`config.mk`:
```
export PLATFORM = sky130hd
export DESIGN_NAME = waveform_sequencer
export DESIGN_NICKNAME = d
export VERILOG_FILES = /design/src/rtl/waveform_seq_pkg.sv /design/src/rtl/seq_table.sv /design/src/rtl/waveform_sequencer.sv
export SDC_FILE = /design/constraint.sdc
export NUM_CORES = 1
export LEC_CHECK = 0
export ABC_AREA = 1
export CAP_MARGIN = 25
export CORE_MARGIN = 2
export CORE_UTILIZATION = 51
export CTS_BUF_LIST = sky130_fd_sc_hd__clkbuf_4 sky130_fd_sc_hd__clkbuf_8
export DETAILED_ROUTE_END_ITERATION = 10
export PLACE_DENSITY_LB_ADDON = 0.3
export SYNTH_ARGS = -nofsm -noshare
export SYNTH_HDL_FRONTEND = slang
export SYNTH_SLANG_ARGS = --single-unit
```
`constraint.sdc`:
```
create_clock -name clk -period 7.1 [get_ports clk]
set_clock_uncertainty 0.2 [all_clocks]
set_input_delay 1.42 -clock clk [delete_from_list [all_inputs] [get_ports clk]]
set_output_delay 1.42 -clock clk [all_outputs]
set_load 0.05 [all_outputs]
```
`src/rtl/waveform_seq_pkg.sv`:
```
// +----------------------------------------------------------------------+
// | waveform_seq_pkg                                                     |
// | Shared types for the waveform segment sequencer. WAVESEQ_SWEEP_EN    |
// | adds a per-entry signed step field to the entry struct.              |
// | Revision: 1.0 - initial release                                      |
// +----------------------------------------------------------------------+
`default_nettype none

package waveform_seq_pkg;

  // Duration field in the entry struct is fixed wide; the table keeps DUR_W bits.
  localparam int DUR_MAX_W = 32;

  typedef enum logic [1:0] {
    IDLE  = 2'd0,
    RUN   = 2'd1,
    PAUSE = 2'd2
  } state_t;

  localparam logic [2:0] SIN    = 3'd0;
  localparam logic [2:0] NOISE  = 3'd1;
  localparam logic [2:0] TRI    = 3'd2;
  localparam logic [2:0] SQUARE = 3'd3;
  localparam logic [2:0] SAW    = 3'd4;
  localparam logic [2:0] RAMP   = 3'd5;

  typedef struct packed {
    logic [2:0]           wave;
    logic [31:0]          adder;
    logic [DUR_MAX_W-1:0] dur;
    logic                 last;
`ifdef WAVESEQ_SWEEP_EN
    logic [31:0]          step;
`endif
  } entry_t;

endpackage

`default_nettype wire

```
`src/rtl/seq_table.sv`:
```
// +----------------------------------------------------------------------+
// | seq_table                                                            |
// | Segment entry storage: one synchronous write, one async read port.   |
// | Step storage exists only when WAVESEQ_SWEEP_EN is defined.           |
// | Revision: 1.0 - initial release                                      |
// +----------------------------------------------------------------------+
`default_nettype none

module seq_table
  import waveform_seq_pkg::*;
#(
  parameter int DEPTH = 8,
  parameter int DUR_W = 24
) (
  input  logic                     clk,
  input  logic                     reset,
  input  logic                     wr_en,
  input  logic [$clog2(DEPTH)-1:0] wr_addr,
  input  entry_t                   wr_entry,
  input  logic [$clog2(DEPTH)-1:0] rd_addr,
  output entry_t                   rd_entry
);

  logic [2:0]       wave_mem  [DEPTH];
  logic [31:0]      adder_mem [DEPTH];
  logic [DUR_W-1:0] dur_mem   [DEPTH];
  logic [DEPTH-1:0] last_mem;
`ifdef WAVESEQ_SWEEP_EN
  logic [31:0]      step_mem  [DEPTH];
`endif

  always_ff @(posedge clk) begin
    if (reset) begin
      for (int i = 0; i < DEPTH; i++) begin
        wave_mem[i]  <= '0;
        adder_mem[i] <= '0;
        dur_mem[i]   <= '0;
`ifdef WAVESEQ_SWEEP_EN
        step_mem[i]  <= '0;
`endif
      end
      last_mem <= '0;
    end else if (wr_en) begin
      wave_mem[wr_addr]  <= wr_entry.wave;
      adder_mem[wr_addr] <= wr_entry.adder;
      dur_mem[wr_addr]   <= wr_entry.dur[DUR_W-1:0];
      last_mem[wr_addr]  <= wr_entry.last;
`ifdef WAVESEQ_SWEEP_EN
      step_mem[wr_addr]  <= wr_entry.step;
`endif
    end
  end

  always_comb begin
    rd_entry       = '0;
    rd_entry.wave  = wave_mem[rd_addr];
    rd_entry.adder = adder_mem[rd_addr];
    rd_entry.dur   = 32'(dur_mem[rd_addr]);
    rd_entry.last  = last_mem[rd_addr];
`ifdef WAVESEQ_SWEEP_EN
    rd_entry.step  = step_mem[rd_addr];
`endif
  end

  // The writer zero-extends the duration, so the upper struct bits carry nothing.
  if (DUR_W < DUR_MAX_W) begin : g_dur_hi
    logic unused_dur_hi;
    assign unused_dur_hi = ^wr_entry.dur[DUR_MAX_W-1:DUR_W];
  end

endmodule

`default_nettype wire

```
`src/rtl/waveform_sequencer.sv`:
```
// +----------------------------------------------------------------------+
// | waveform_sequencer                                                   |
// | Plays a table of {wave, adder, duration} segments into a signal      |
// | generator; WAVESEQ_SWEEP_EN adds a per-cycle adder sweep.            |
// | Revision: 1.0 - initial release                                      |
// +----------------------------------------------------------------------+
`default_nettype none

module waveform_sequencer
  import waveform_seq_pkg::*;
#(
  parameter int DEPTH = 8,
  parameter int DUR_W = 24
) (
  input  logic                     clk,
  input  logic                     reset,
  input  logic                     cfg_we,
  input  logic [$clog2(DEPTH)-1:0] cfg_addr,
  input  logic [2:0]               cfg_wave,
  input  logic [31:0]              cfg_adder,
  input  logic [DUR_W-1:0]         cfg_dur,
  input  logic                     cfg_last,
`ifdef WAVESEQ_SWEEP_EN
  input  logic [31:0]              cfg_step,
`endif
  input  logic                     start,
  input  logic                     pause,
  input  logic                     stop,
  input  logic                     loop_en,
  output logic [2:0]               signalNumber,
  output logic [31:0]              adder,
  output logic [$clog2(DEPTH)-1:0] seg_index,
  output logic                     busy,
  output logic                     done
);

  localparam int AW = $clog2(DEPTH);

  state_t           state;
  logic [DUR_W-1:0] remaining;
  logic             cur_last;
  logic [31:0]      run_adder;
`ifdef WAVESEQ_SWEEP_EN
  logic [31:0]      cur_step;
`endif

  entry_t           wr_entry;
  entry_t           rd_entry;
  logic [AW-1:0]    rd_addr;
  logic [DUR_W-1:0] load_dur;
  logic             load_last;

  always_comb begin
    wr_entry       = '0;
    wr_entry.wave  = cfg_wave;
    wr_entry.adder = cfg_adder;
    wr_entry.dur   = 32'(cfg_dur);
    wr_entry.last  = cfg_last;
`ifdef WAVESEQ_SWEEP_EN
    wr_entry.step  = cfg_step;
`endif
  end

  seq_table #(
    .DEPTH (DEPTH),
    .DUR_W (DUR_W)
  ) u_table (
    .clk      (clk),
    .reset    (reset),
    .wr_en    (cfg_we),
    .wr_addr  (cfg_addr),
    .wr_entry (wr_entry),
    .rd_addr  (rd_addr),
    .rd_entry (rd_entry)
  );

  // The read port always presents the entry the next load would take.
  assign rd_addr   = (state == IDLE || cur_last) ? '0 : seg_index + AW'(1);
  assign load_dur  = (rd_entry.dur == 32'd0) ? DUR_W'(1) : rd_entry.dur[DUR_W-1:0];
  assign load_last = rd_entry.last || (rd_addr == AW'(DEPTH - 1));
  assign busy      = (state != IDLE);

  always_ff @(posedge clk) begin
    done <= 1'b0;
    if (reset) begin
      state        <= IDLE;
      signalNumber <= '0;
      adder        <= '0;
      seg_index    <= '0;
      remaining    <= '0;
      cur_last     <= 1'b0;
      run_adder    <= '0;
`ifdef WAVESEQ_SWEEP_EN
      cur_step     <= '0;
`endif
    end else if (stop) begin
      state <= IDLE;
      adder <= '0;
    end else begin
      case (state)
        IDLE: begin
          if (start) begin
            state        <= RUN;
            signalNumber <= rd_entry.wave;
            adder        <= rd_entry.adder;
            run_adder    <= rd_entry.adder;
            remaining    <= load_dur;
            seg_index    <= rd_addr;
            cur_last     <= load_last;
`ifdef WAVESEQ_SWEEP_EN
            cur_step     <= rd_entry.step;
`endif
          end
        end
        // Resume performs the advance owed for the last RUN cycle before the pause,
        // so a paused segment still totals its programmed RUN cycles.
        RUN, PAUSE: begin
          if (pause) begin
            state <= PAUSE;
            adder <= '0;
          end else if (remaining == DUR_W'(1)) begin
            if (!cur_last || loop_en) begin
              state        <= RUN;
              signalNumber <= rd_entry.wave;
              adder        <= rd_entry.adder;
              run_adder    <= rd_entry.adder;
              remaining    <= load_dur;
              seg_index    <= rd_addr;
              cur_last     <= load_last;
`ifdef WAVESEQ_SWEEP_EN
              cur_step     <= rd_entry.step;
`endif
            end else begin
              state <= IDLE;
              adder <= '0;
              done  <= 1'b1;
            end
          end else begin
            state     <= RUN;
            remaining <= remaining - DUR_W'(1);
`ifdef WAVESEQ_SWEEP_EN
            run_adder <= run_adder + cur_step;
            adder     <= run_adder + cur_step;
`else
            adder     <= run_adder;
`endif
          end
        end
        default: begin
          state <= IDLE;
          adder <= '0;
        end
      endcase
    end
  end

endmodule

`default_nettype wire

```
After elaboration in Yosys (flattened, before gate mapping)
Memories as Yosys holds them, arrays and structs flattened.
Index checks and enable logic that the tools add are counted.
{"block": "op_classes", "bitwise": 3, "magnitude_cmp": 3, "n_mux": 56, "add_sub_neg": 2, "n_eq_ne": 9, "reduce_logical": 17}
{"op": "$mux W32", "n": 8}
{"op": "$mux W24", "n": 6}
{"op": "$pmux W32 S2", "n": 2}
{"op": "$pmux W24 S2", "n": 1}
{"op": "$mux W3", "n": 13}
{"op": "$logic_not A32 Y1", "n": 1}
{"op": "$reduce_or A32 Y1", "n": 1}
{"op": "$eq A24 B1 Y1 const B", "n": 1}
{"op": "$reduce_or A24 Y1", "n": 1}
{"op": "$sub A24 B1 Y24 const B", "n": 1}
{"op": "$mux W1", "n": 16}
{"op": "$pmux W3 S2", "n": 2}
{"op": "$bwmux W8", "n": 1}
{"op": "$lt A3 B4 Y1 const B", "n": 2}
{"op": "$ne A2 B2 Y1 const B", "n": 4}
{"op": "$mux W2", "n": 3}
{"op": "$reduce_and A6 Y1", "n": 1}
{"op": "$reduce_and A5 Y1", "n": 1}
{"op": "$reduce_or A5 Y1", "n": 1}
{"op": "$pmux W2 S2", "n": 1}
{"op": "$reduce_bool A2 Y1", "n": 2}
{"op": "$reduce_or A2 Y1", "n": 2}
{"op": "$add A3 B1 Y3 const B", "n": 1}
{"op": "$bmux W1 S3", "n": 1}
{"op": "other kinds (13)", "n": 17}
{"block": "totals", "output_inout_bits": 40, "elab_cells": 102, "ff_bits": 106, "ram_bits": 472, "n_memories": 3}
{"name": "u_table.adder_mem", "depth": 8, "word_bits": 32, "rd": 1, "rd_ports_with_merged_regs": 0, "write_ports": 8, "line": "seq_table.sv:25", "rtl": "logic [31:0] adder_mem [DEPTH];"}
{"name": "u_table.dur_mem", "depth": 8, "word_bits": 24, "rd": 1, "rd_ports_with_merged_regs": 0, "write_ports": 8, "line": "seq_table.sv:26", "rtl": "logic [DUR_W-1:0] dur_mem [DEPTH];"}
{"name": "u_table.wave_mem", "depth": 8, "word_bits": 3, "rd": 1, "rd_ports_with_merged_regs": 0, "write_ports": 8, "line": "seq_table.sv:24", "rtl": "logic [2:0] wave_mem [DEPTH];"}

Longest topological paths before layout
Gate-level depths: netlist (run 1).
{"block": "depth", "depth_word": 10, "depth_mapped": 19, "ltp_nobuf": 18}

Hierarchy
Synthesis (run 1) repeated with hierarchy kept, for this count alone.
{"block": "unflattened", "hier_cells": 3606, "hier_area_um2": 29325.6}
{"mod": "seq_table", "area_each_um2": 23755.3, "cells_per_inst": 2717, "instances": 1, "seq_area_each_um2": 14333.7}
{"mod": "waveform_sequencer", "area_each_um2": 5570.3, "cells_per_inst": 889, "instances": 1, "seq_area_each_um2": 1961.9}

Least setup slack after synthesis (run 1)
OpenSTA, ideal clock, no wires.
{"block": "synth_path", "path_type": "input -> register", "from": "in reset", "to": "mem u_table.adder_mem[3][0] (enable)", "setup_ps": 418, "path_buffers": 2, "path_slack_ps": 2945, "cell_stages": 5, "arrival_ps": 3536, "path_cell_list": "inv_1 > clkbuf_1 > nand4_1 > clkbuf_1 > nand2_1"}
{"item": "from (decl)", "line": "waveform_sequencer.sv:16", "rtl": "input logic reset,"}
{"item": "to (decl)", "line": "seq_table.sv:25"}

Worst setup path after layout (run 1)
{"block": "layout_path", "from": "reg seg_index[0]", "to": "reg remaining[5]"}
{"block": "layout_between", "elab_chain_cells": 9, "word_cells_on_any_way": 10, "cone_classes": "1 x add/sub; 7 x mux; 1 x reduce/logical; 1 x memory"}
{"item": "from (decl)", "line": "waveform_sequencer.sv:32", "rtl": "output logic [$clog2(DEPTH)-1:0] seg_index,"}
{"item": "from (signal assigned)", "line": "waveform_sequencer.sv:108", "rtl": "seg_index <= rd_addr;"}
{"item": "from (signal assigned)", "line": "waveform_sequencer.sv:128", "rtl": "seg_index <= rd_addr;"}
{"item": "$add A3 B1 Y3 *", "line": "waveform_sequencer.sv:78", "rtl": "assign rd_addr = (state == IDLE || cur_last) ? '0 : seg_index + AW'(1);"}
{"item": "$mux W3 *", "line": "waveform_sequencer.sv:78"}
{"item": "$mem_v2 Z8 W24 *"}
{"item": "$logic_not A32 Y1", "line": "waveform_sequencer.sv:79", "rtl": "assign load_dur = (rd_entry.dur == 32'd0) ? DUR_W'(1) : rd_entry.dur[DUR_W-1:0];"}
{"item": "$mux W24 *", "line": "waveform_sequencer.sv:79"}
{"item": "$mux W24", "line": "waveform_sequencer.sv:122", "rtl": "if (!cur_last || loop_en) begin"}
{"item": "$mux W24", "line": "waveform_sequencer.sv:121", "rtl": "end else if (remaining == DUR_W'(1)) begin"}
{"item": "$mux W24", "line": "waveform_sequencer.sv:118", "rtl": "if (pause) begin"}
{"item": "$pmux W24 S2 *", "line": "waveform_sequencer.sv:100", "rtl": "case (state)"}
{"item": "to (signal assigned)", "line": "waveform_sequencer.sv:107", "rtl": "remaining <= load_dur;"}
{"item": "to (signal assigned)", "line": "waveform_sequencer.sv:127", "rtl": "remaining <= load_dur;"}
{"item": "to (signal assigned)", "line": "waveform_sequencer.sv:140", "rtl": "remaining <= remaining - DUR_W'(1);"}
{"item": "to (decl)", "line": "waveform_sequencer.sv:40", "rtl": "logic [DUR_W-1:0] remaining;"}
Mark *: on every way between the ends. The rest lies on a longest branch, timed or not. The select of a mux whose other input is x is not followed.
A chain may end at the register's enable or synchronous reset.

==> results of run 1 <==
## worst min path at each step
stage	start	to	slack, ns	cells past startpoint
global placement	adder[9]	adder[9]	0.26	2
global route	adder[25]	adder[25]	0.29	2
finish	adder[9]	adder[9]	0.26	2
detailed placement	adder[25]	adder[25]	0.26	2
floorplan	u_table.last_mem[0]	u_table.last_mem[0]	0.24	2
CTS	adder[25]	adder[25]	0.27	2
## metrics by stage
step / utilization [%] / worst slack, ns / area (um2) / std cells
floorplan: - / 2.95 / 26500 / 2918
global placement: 54.4 / 2.49 / 27900 / 3545
detailed placement: 54.4 / 2.46 / 27900 / 3545
CTS: 58.0 / 2.62 / 29800 / 3713
global route: 58.4 / 2.25 / 30000 / 3721
finish: 58.4 / 2.54 / 30000 / 3721
## layout by cell type, fill, tap and decap left out, types with 3 or more instances in the layout
| cell type | Yosys | layout |
|---|---|---|
| nand2_1 | 639 | 627 |
| nor2_1 | 602 | 600 |
| edfxtp_1 | 472 | 472 |
| nand3_1 | 319 | 319 |
| inv_1 | 182 | 180 |
| clkdlybuf4s50_1 | 0 | 109 |
| dfxtp_1 | 105 | 105 |
| clkbuf_8 | 0 | 104 |
| a21oi_1 | 86 | 86 |
| o21ai_0 | 75 | 75 |
| o21ai_1 | 43 | 43 |
| nand3b_1 | 37 | 37 |
| a31oi_1 | 35 | 35 |
| a22oi_1 | 32 | 32 |
| clkbuf_4 | 0 | 32 |
| buf_4 | 12 | 29 |
| nand4_1 | 23 | 23 |
| clkinv_1 | 1 | 20 |
| nand2_4 | 1 | 9 |
| xor2_1 | 9 | 9 |
| o211ai_1 | 8 | 8 |
| nor3_1 | 8 | 8 |
| o22ai_1 | 7 | 7 |
| or2_2 | 7 | 7 |
| clkinv_2 | 1 | 7 |
| nand2_2 | 3 | 6 |
| xnor2_1 | 6 | 6 |
| buf_16 | 0 | 6 |
| inv_2 | 3 | 5 |
| nor4_1 | 5 | 5 |
| ha_1 | 5 | 5 |
| o31ai_1 | 4 | 4 |
| nor2_2 | 1 | 3 |
## power breakdown
group | switching (mW) | internal [mW]
Sequential | 0.0931 | 3.88
Combinational | 0.824 | 0.346
Clock | 1.34 | 1.58
## per-layer routing
| layer | wire length, um | vias to the layer above |
|---|---|---|
| met5 | 7 | - |
| met4 | 1720 | 2 |
| met3 | 8000 | 137 |
| met2 | 35800 | 1130 |
| met1 | 31500 | 10205 |
| li1 | - | 9859 |
## registers in the layout (all words and copies together) (netlist names)
register	count
u_table.adder_mem	256
u_table.dur_mem	192
adder	32
run_adder	32
remaining	24
u_table.wave_mem	24
u_table.last_mem	7
seg_index	3
signalNumber	3
state	2
cur_last	1
done	1
## final cells by class
cell class / instances / area [um2] / share of cell area [%]
Multi-Input combinational cell: 1962 / 8790 / 29.3
Inverter: 187 / 704 / 2.35
Timing Repair Buffer: 146 / 1510 / 5.04
Sequential cell: 577 / 16300 / 54.2
Clock buffer: 136 / 1670 / 5.57
Clock inverter: 32 / 203 / 0.675
Tap cell: 680 / 851 / 2.83
Antenna cell: 1 / 2.50 / 0.00834
## critical path, delay by kind of cell (launching register included)
family	cells	cell delay, ns
and+or+nand+nor	12	2.13
buffers and inverters	2	1.41
DFF	1	0.38
AOI/OAI and AO/OA	1	0.20
## logic make-up (layout without fill, tap and decap cells)
group,Yosys count,after routing
AOI/OAI and AO/OA,291,291
adders and majority gates,5,5
other,0,1
buffers and inverters,379,501
and+or+nand+nor,1651,1651
xor gates and xnor gates,15,15
DFF,577,577
==> results.py, run 1 <==
metrics = {
    "status": {
        "run_status": "completed",
    },
    "global_route": {
        "grt_antenna_before_repair": 2,
        "globalRouteOverflowTotal": 0,
        "met3_routing_resource_usage_after_global_routing_pct": 5.53,
        "use_met2_pct": 44.8,
        "track_usage_pct": 28.6,
        "grt_pass1_wl_um": 118000,
        "gr-usage-met1_pct": 39.7,
        "busiest_layer": "met2",
        "largest_net_degree_at_the_start_of_global_routing": 132,
        "number_of_global_route_vias_before_repair": 20780,
    },
    "cells_and_area": {
        "design.final.nets": 3041,
        "layout_cells_sized_above_1_pct": 7.24,
        "synthToLayoutAreaGrowth_pct": 13.1,
        "layout.filler_cells": 4417,
    },
    "die": {
        "die-area_um2": 53900,
        "die-width_um": 232,
        "fp.coreArea_um2": 51400,
        "pin_count": 110,
        "fp.dieH_um": 232,
        "std_cell_rows": 83,
        "initial_utilization_pct": 51.6,
    },
    "synth": {
        "synth_edf_count": 472,
        "synth-xor-area-share_pct": 0.495,
        "synth.ff_latch_count": 577,
        "synth-adder-area-share_pct": 0.236,
        "top_cells_by_area_synth": "edfxtp_1 (53%), nand2_1 (9.0%), nor2_1 (8.5%)",
        "syn-instance-count": 2918,
        "synth.distinct_cells": 39,
        "synth_fp_nets": 2993,
        "yosys_warnings": 0,
        "synth-async-reset-ratio_pct": 0,
        "average_cell_area_after_synthesis_um2": 9.10,
        "post-synth-top-area-cell": "edfxtp_1",
        "synthesis.area_um2": 26500,
        "synthMostInstantiatedCell": "nand2_1",
        "post_synth_mux_area_share_pct": 0,
        "netlist.area_leader.share_pct": 53.4,
        "synth_top_family_by_area": "simple AND/OR/NAND/NOR gates",
        "synth_simple_gate_area_share_pct": 25.9,
        "synth-main-ff-cell": "edfxtp_1",
        "synth.top_cells.by_count": "nand2_1 (639), nor2_1 (602), edfxtp_1 (472)",
        "yosysSeqAreaShare_pct": 61.3,
        "synth_compound_gate_area_share_pct": 6.11,
    },
    "clock_tree": {
        "tritoncts.num_buffers": 92,
        "insertion_delay_ns": 0.69,
        "tritoncts": "built",
        "clock_transition_time_at_the_flip_flop_clock_pins_of_the_worst_setup_and_hold_paths_ns": 0.06,
        "cts.hold.buffers_added": 0,
        "clock_sinks": 577,
        "post_cts_resize_count": 0,
        "clockBufferDepth": 3,
        "postCtsSetupBuffers": 0,
        "cts_root_buf": "clkbuf_8",
        "cts_htree_levels": 3,
    },
    "worst_setup_path": {
        "critical-path-max-stage-delay_ns": 0.86,
        "critical_path.reg2reg.startpoint": "seg_index[0]",
        "arrival_ns": 4.97,
        "crit_path_cell_trace": "inv_2 -> nand2_8 -> inv_4 -> nand2_1 -> nand2_1 -> nand2_1 -> nand2_1 -> nand2_1 -> nand2_1 -> nor2_1 -> nand2_1 -> nor2_1 -> nand2_2 -> nand4_1 -> a21oi_1",
        "cp-start-kind": "flop",
        "worst_r2r_endpoint": "remaining[5]",
        "critPathCapture": "remaining[5]",
        "path_class": "flop to flop",
        "critPathMaxFanout": 131,
        "data_required_time_of_the_worst_path_ns": 7.51,
        "cp_common_cell": "nand2_1",
        "worst-r2r-setup-slack_ns": 2.54,
        "end_kind": "flop",
        "cp_slowest_cell": "inv_4",
        "timing.critical_path.from": "seg_index[0]",
        "worstRegToRegCells": 15,
    },
    "sta": {
        "fin_crit_period_ns": 4.56,
        "transition_time_of_the_tightest_slew_check_pin_ns": 1.06,
        "number_of_slew_limit_violations_in_the_final_report": 0,
        "grt_setup_unrepaired": "no",
        "max_clock_freq_ghz": 0.219,
        "hold_viol": 0,
        "min_period_over_period_pct": 64.2,
        "slew_headroom_pct": 29.3,
        "setup_violations": 0,
        "hold_slack_ns": 0.263,
        "fin_tns_setup_ns": 0,
    },
    "job": {
        "drv.max_cap_violation_count": 0,
    },
    "pwr": {
        "peakVddDrop_v": 0.000134,
        "power_mw": 8.07,
        "p_per_area_nw_per_um2": 269,
        "leakage_nw": 12.1,
    },
    "route": {
        "wl_um": 77000,
        "detail_route.iter0.violations": 2489,
        "vias": 21333,
        "route.detailed.drc": 0,
        "detail-route-antenna-nets": 0,
        "drtPass1Iterations": 5,
        "avgRoutedWirePerCell_um": 20.7,
        "vias_per_cell": 5.73,
    },
    "placement": {
        "dpl.hpwl_um": 41300,
        "gpl_wtd_cong": 0.863,
        "place.port_buffers": 109,
    },
    "hold_path": {
        "worstHoldPathType": "flop to flop",
    },
}
(Power assumes the default switching activity.)
==> run 2: changes to the inputs <==
==> constraint.sdc (replaced) <==
create_clock -name clk -period 4.25 [get_ports clk]
set_clock_uncertainty 0.2 [all_clocks]
set_input_delay 0.85 -clock clk [delete_from_list [all_inputs] [get_ports clk]]
set_output_delay 0.85 -clock clk [all_outputs]
set_load 0.05 [all_outputs]
==> results.py, run 2 (same netlist as run 1, synthesis figures left out) <==
metrics = {
    "worst_setup_path": {
        "worst_r2r_endpoint": "adder[20]",
        "data_required_time_of_the_worst_path_ns": 3.20,
        "arrival_ns": 2.77,
        "end_kind": "output port",
        "worst-r2r-setup-slack_ns": 0.84,
        "worstRegToRegCells": 13,
        "critPathMaxFanout": 34,
        "cp-start-kind": "flop",
        "critical_path.reg2reg.startpoint": "state[0]",
        "path_class": "flop to output port",
    },
    "global_route": {
        "busiest_layer": "met2",
        "number_of_global_route_vias_before_repair": 20453,
        "use_met2_pct": 42.4,
        "globalRouteOverflowTotal": 0,
        "largest_net_degree_at_the_start_of_global_routing": 182,
        "grt_antenna_before_repair": 1,
        "met3_routing_resource_usage_after_global_routing_pct": 5.28,
        "grt_pass1_wl_um": 115000,
        "gr-usage-met1_pct": 38.9,
        "track_usage_pct": 27.5,
    },
    "clock_tree": {
        "clock_transition_time_at_the_flip_flop_clock_pins_of_the_worst_setup_and_hold_paths_ns": 0.07,
        "clockBufferDepth": 3,
        "postCtsSetupBuffers": 0,
        "cts_root_buf": "clkbuf_8",
        "tritoncts.num_buffers": 93,
        "cts_htree_levels": 3,
        "clock_sinks": 577,
        "cts.hold.buffers_added": 0,
        "tritoncts": "built",
        "post_cts_resize_count": 0,
        "insertion_delay_ns": 0.70,
    },
    "cells_and_area": {
        "layout.cells.most_common": "nand2_1",
        "largest_reg_flops": 256,
        "layout_common_cells": "nand2_1 (627), nor2_1 (600), edfxtp_1 (472), nand3_1 (319), inv_1 (180)",
        "synthToLayoutAreaGrowth_pct": 13.6,
        "top_regs": "u_table.adder_mem (256), u_table.dur_mem (192)",
        "layout.filler_cells": 4391,
        "design.final.nets": 3055,
        "regMostFlops": "u_table.adder_mem",
        "layout_cells_sized_above_1_pct": 8.04,
    },
    "route": {
        "wl_um": 73800,
        "detail-route-antenna-nets": 0,
        "route.detailed.drc": 0,
        "detail_route.iter0.violations": 2662,
        "vias": 21346,
        "drtPass1Iterations": 5,
        "avgRoutedWirePerCell_um": 19.7,
        "vias_per_cell": 5.71,
    },
    "die": {
        "fp.dieH_um": 232,
        "std_cell_rows": 83,
        "fp.coreArea_um2": 51400,
        "pin_count": 110,
        "die-width_um": 232,
        "die-area_um2": 53900,
        "initial_utilization_pct": 51.6,
    },
    "sta": {
        "hold_slack_ns": 0.264,
        "setup_violations": 0,
        "number_of_slew_limit_violations_in_the_final_report": 0,
        "grt_setup_unrepaired": "no",
        "max_clock_freq_ghz": 0.262,
        "min_period_over_period_pct": 89.9,
        "slew_headroom_pct": 31.6,
        "fin_crit_period_ns": 3.82,
        "hold_viol": 0,
        "fin_tns_setup_ns": 0,
        "transition_time_of_the_tightest_slew_check_pin_ns": 1.03,
    },
    "pwr": {
        "leakage_nw": 12.2,
        "clockPowerShare_pct": 36.2,
        "net_switching_mw": 3.72,
        "cell_internal_pwr_mw": 9.73,
        "power_frac_comb_pct": 14.5,
        "sequentialPowerShare_pct": 49.4,
        "p_per_area_nw_per_um2": 446,
        "peakVddDrop_v": 0.000193,
        "netSwitchingFraction_pct": 27.7,
        "power_mw": 13.4,
    },
    "hold_path": {
        "hold-path-cell-count": 2,
        "worstHoldEndpoint": "adder[25]",
        "worst_hold_startpoint": "adder[25]",
        "worstHoldPathType": "flop to flop",
    },
    "placement": {
        "place.port_buffers": 109,
        "gpl_wtd_cong": 0.894,
        "dpl.hpwl_um": 41500,
    },
    "status": {
        "run_status": "completed",
    },
    "job": {
        "drv.max_cap_violation_count": 0,
    },
}
## run 2: changes by cell type in the layout (fill, tap and decap cells not counted), sizes merged
| cell | delta |
|---|---|
| buf | +13 |
| clkinvlp | +2 |
| clkbuf | +14 |
| clkinv | -7 |
| bufinv | -2 |
## run 2: area by class of cell
class	count	area [um2]	area share [%]
Multi-Input combinational cell	1962	8790	29.2
Antenna cell	1	2.50	0.00830
Timing Repair Buffer	159	1620	5.36
Sequential cell	577	16300	54.0
Clock inverter	25	139	0.461
Tap cell	680	851	2.82
Clock buffer	150	1770	5.87
Inverter	187	704	2.34
## run 2: how the worst max path moves through the flow
stage,start,to,slack (ns),depth (start not counted)
finish,state[0],busy,0.43,5
floorplan,reset,u_table.adder_mem[3][0],0.67,5
global placement,reset,u_table.dur_mem[5][6],0.91,5
global route,state[0],busy,0.39,5
CTS,state[0],busy,0.44,5
detailed placement,reset,u_table.adder_mem[2][16],0.87,5
## run 2: critical path, stage by stage (launching register included)
cell             delay, ns
dfxtp_1               0.33
inv_1                 0.06
ha_1                  0.27
buf_4                 0.50
inv_1                 0.19
clkdlybuf4s50_1       0.74
## run 2: routing by layer
| layer | up-vias | part of all wire [%] |
|---|---|---|
| li1 | 9890 | - |
| met1 | 10130 | 41 |
| met2 | 1161 | 45 |
| met3 | 165 | 11 |
| met4 | 0 | 2.9 |
| met5 | - | 0 |
## run 2: power groups by stage
stage	sequential, mW	clock [mW]	combinational, mW
2_1_floorplan	6.80	0	1.23
3_3_place_gp	6.73	0	1.88
3_5_place_dp	6.75	0	1.91
4_1_cts	6.63	4.91	1.92
5_1_grt	6.67	5.14	2.14
6_report	6.64	4.86	1.94
## run 2: through the flow
step | std cells | worst slack [ns] | cell area, um2 | utilization [%]
2_1_floorplan | 2918 | 0.665 | 26500 | -
3_3_place_gp | 3565 | 0.913 | 28200 | 54.9
3_5_place_dp | 3565 | 0.870 | 28200 | 54.9
4_1_cts | 3740 | 0.442 | 30100 | 58.6
5_1_grt | 3741 | 0.386 | 30100 | 58.6
6_report | 3741 | 0.431 | 30100 | 58.6
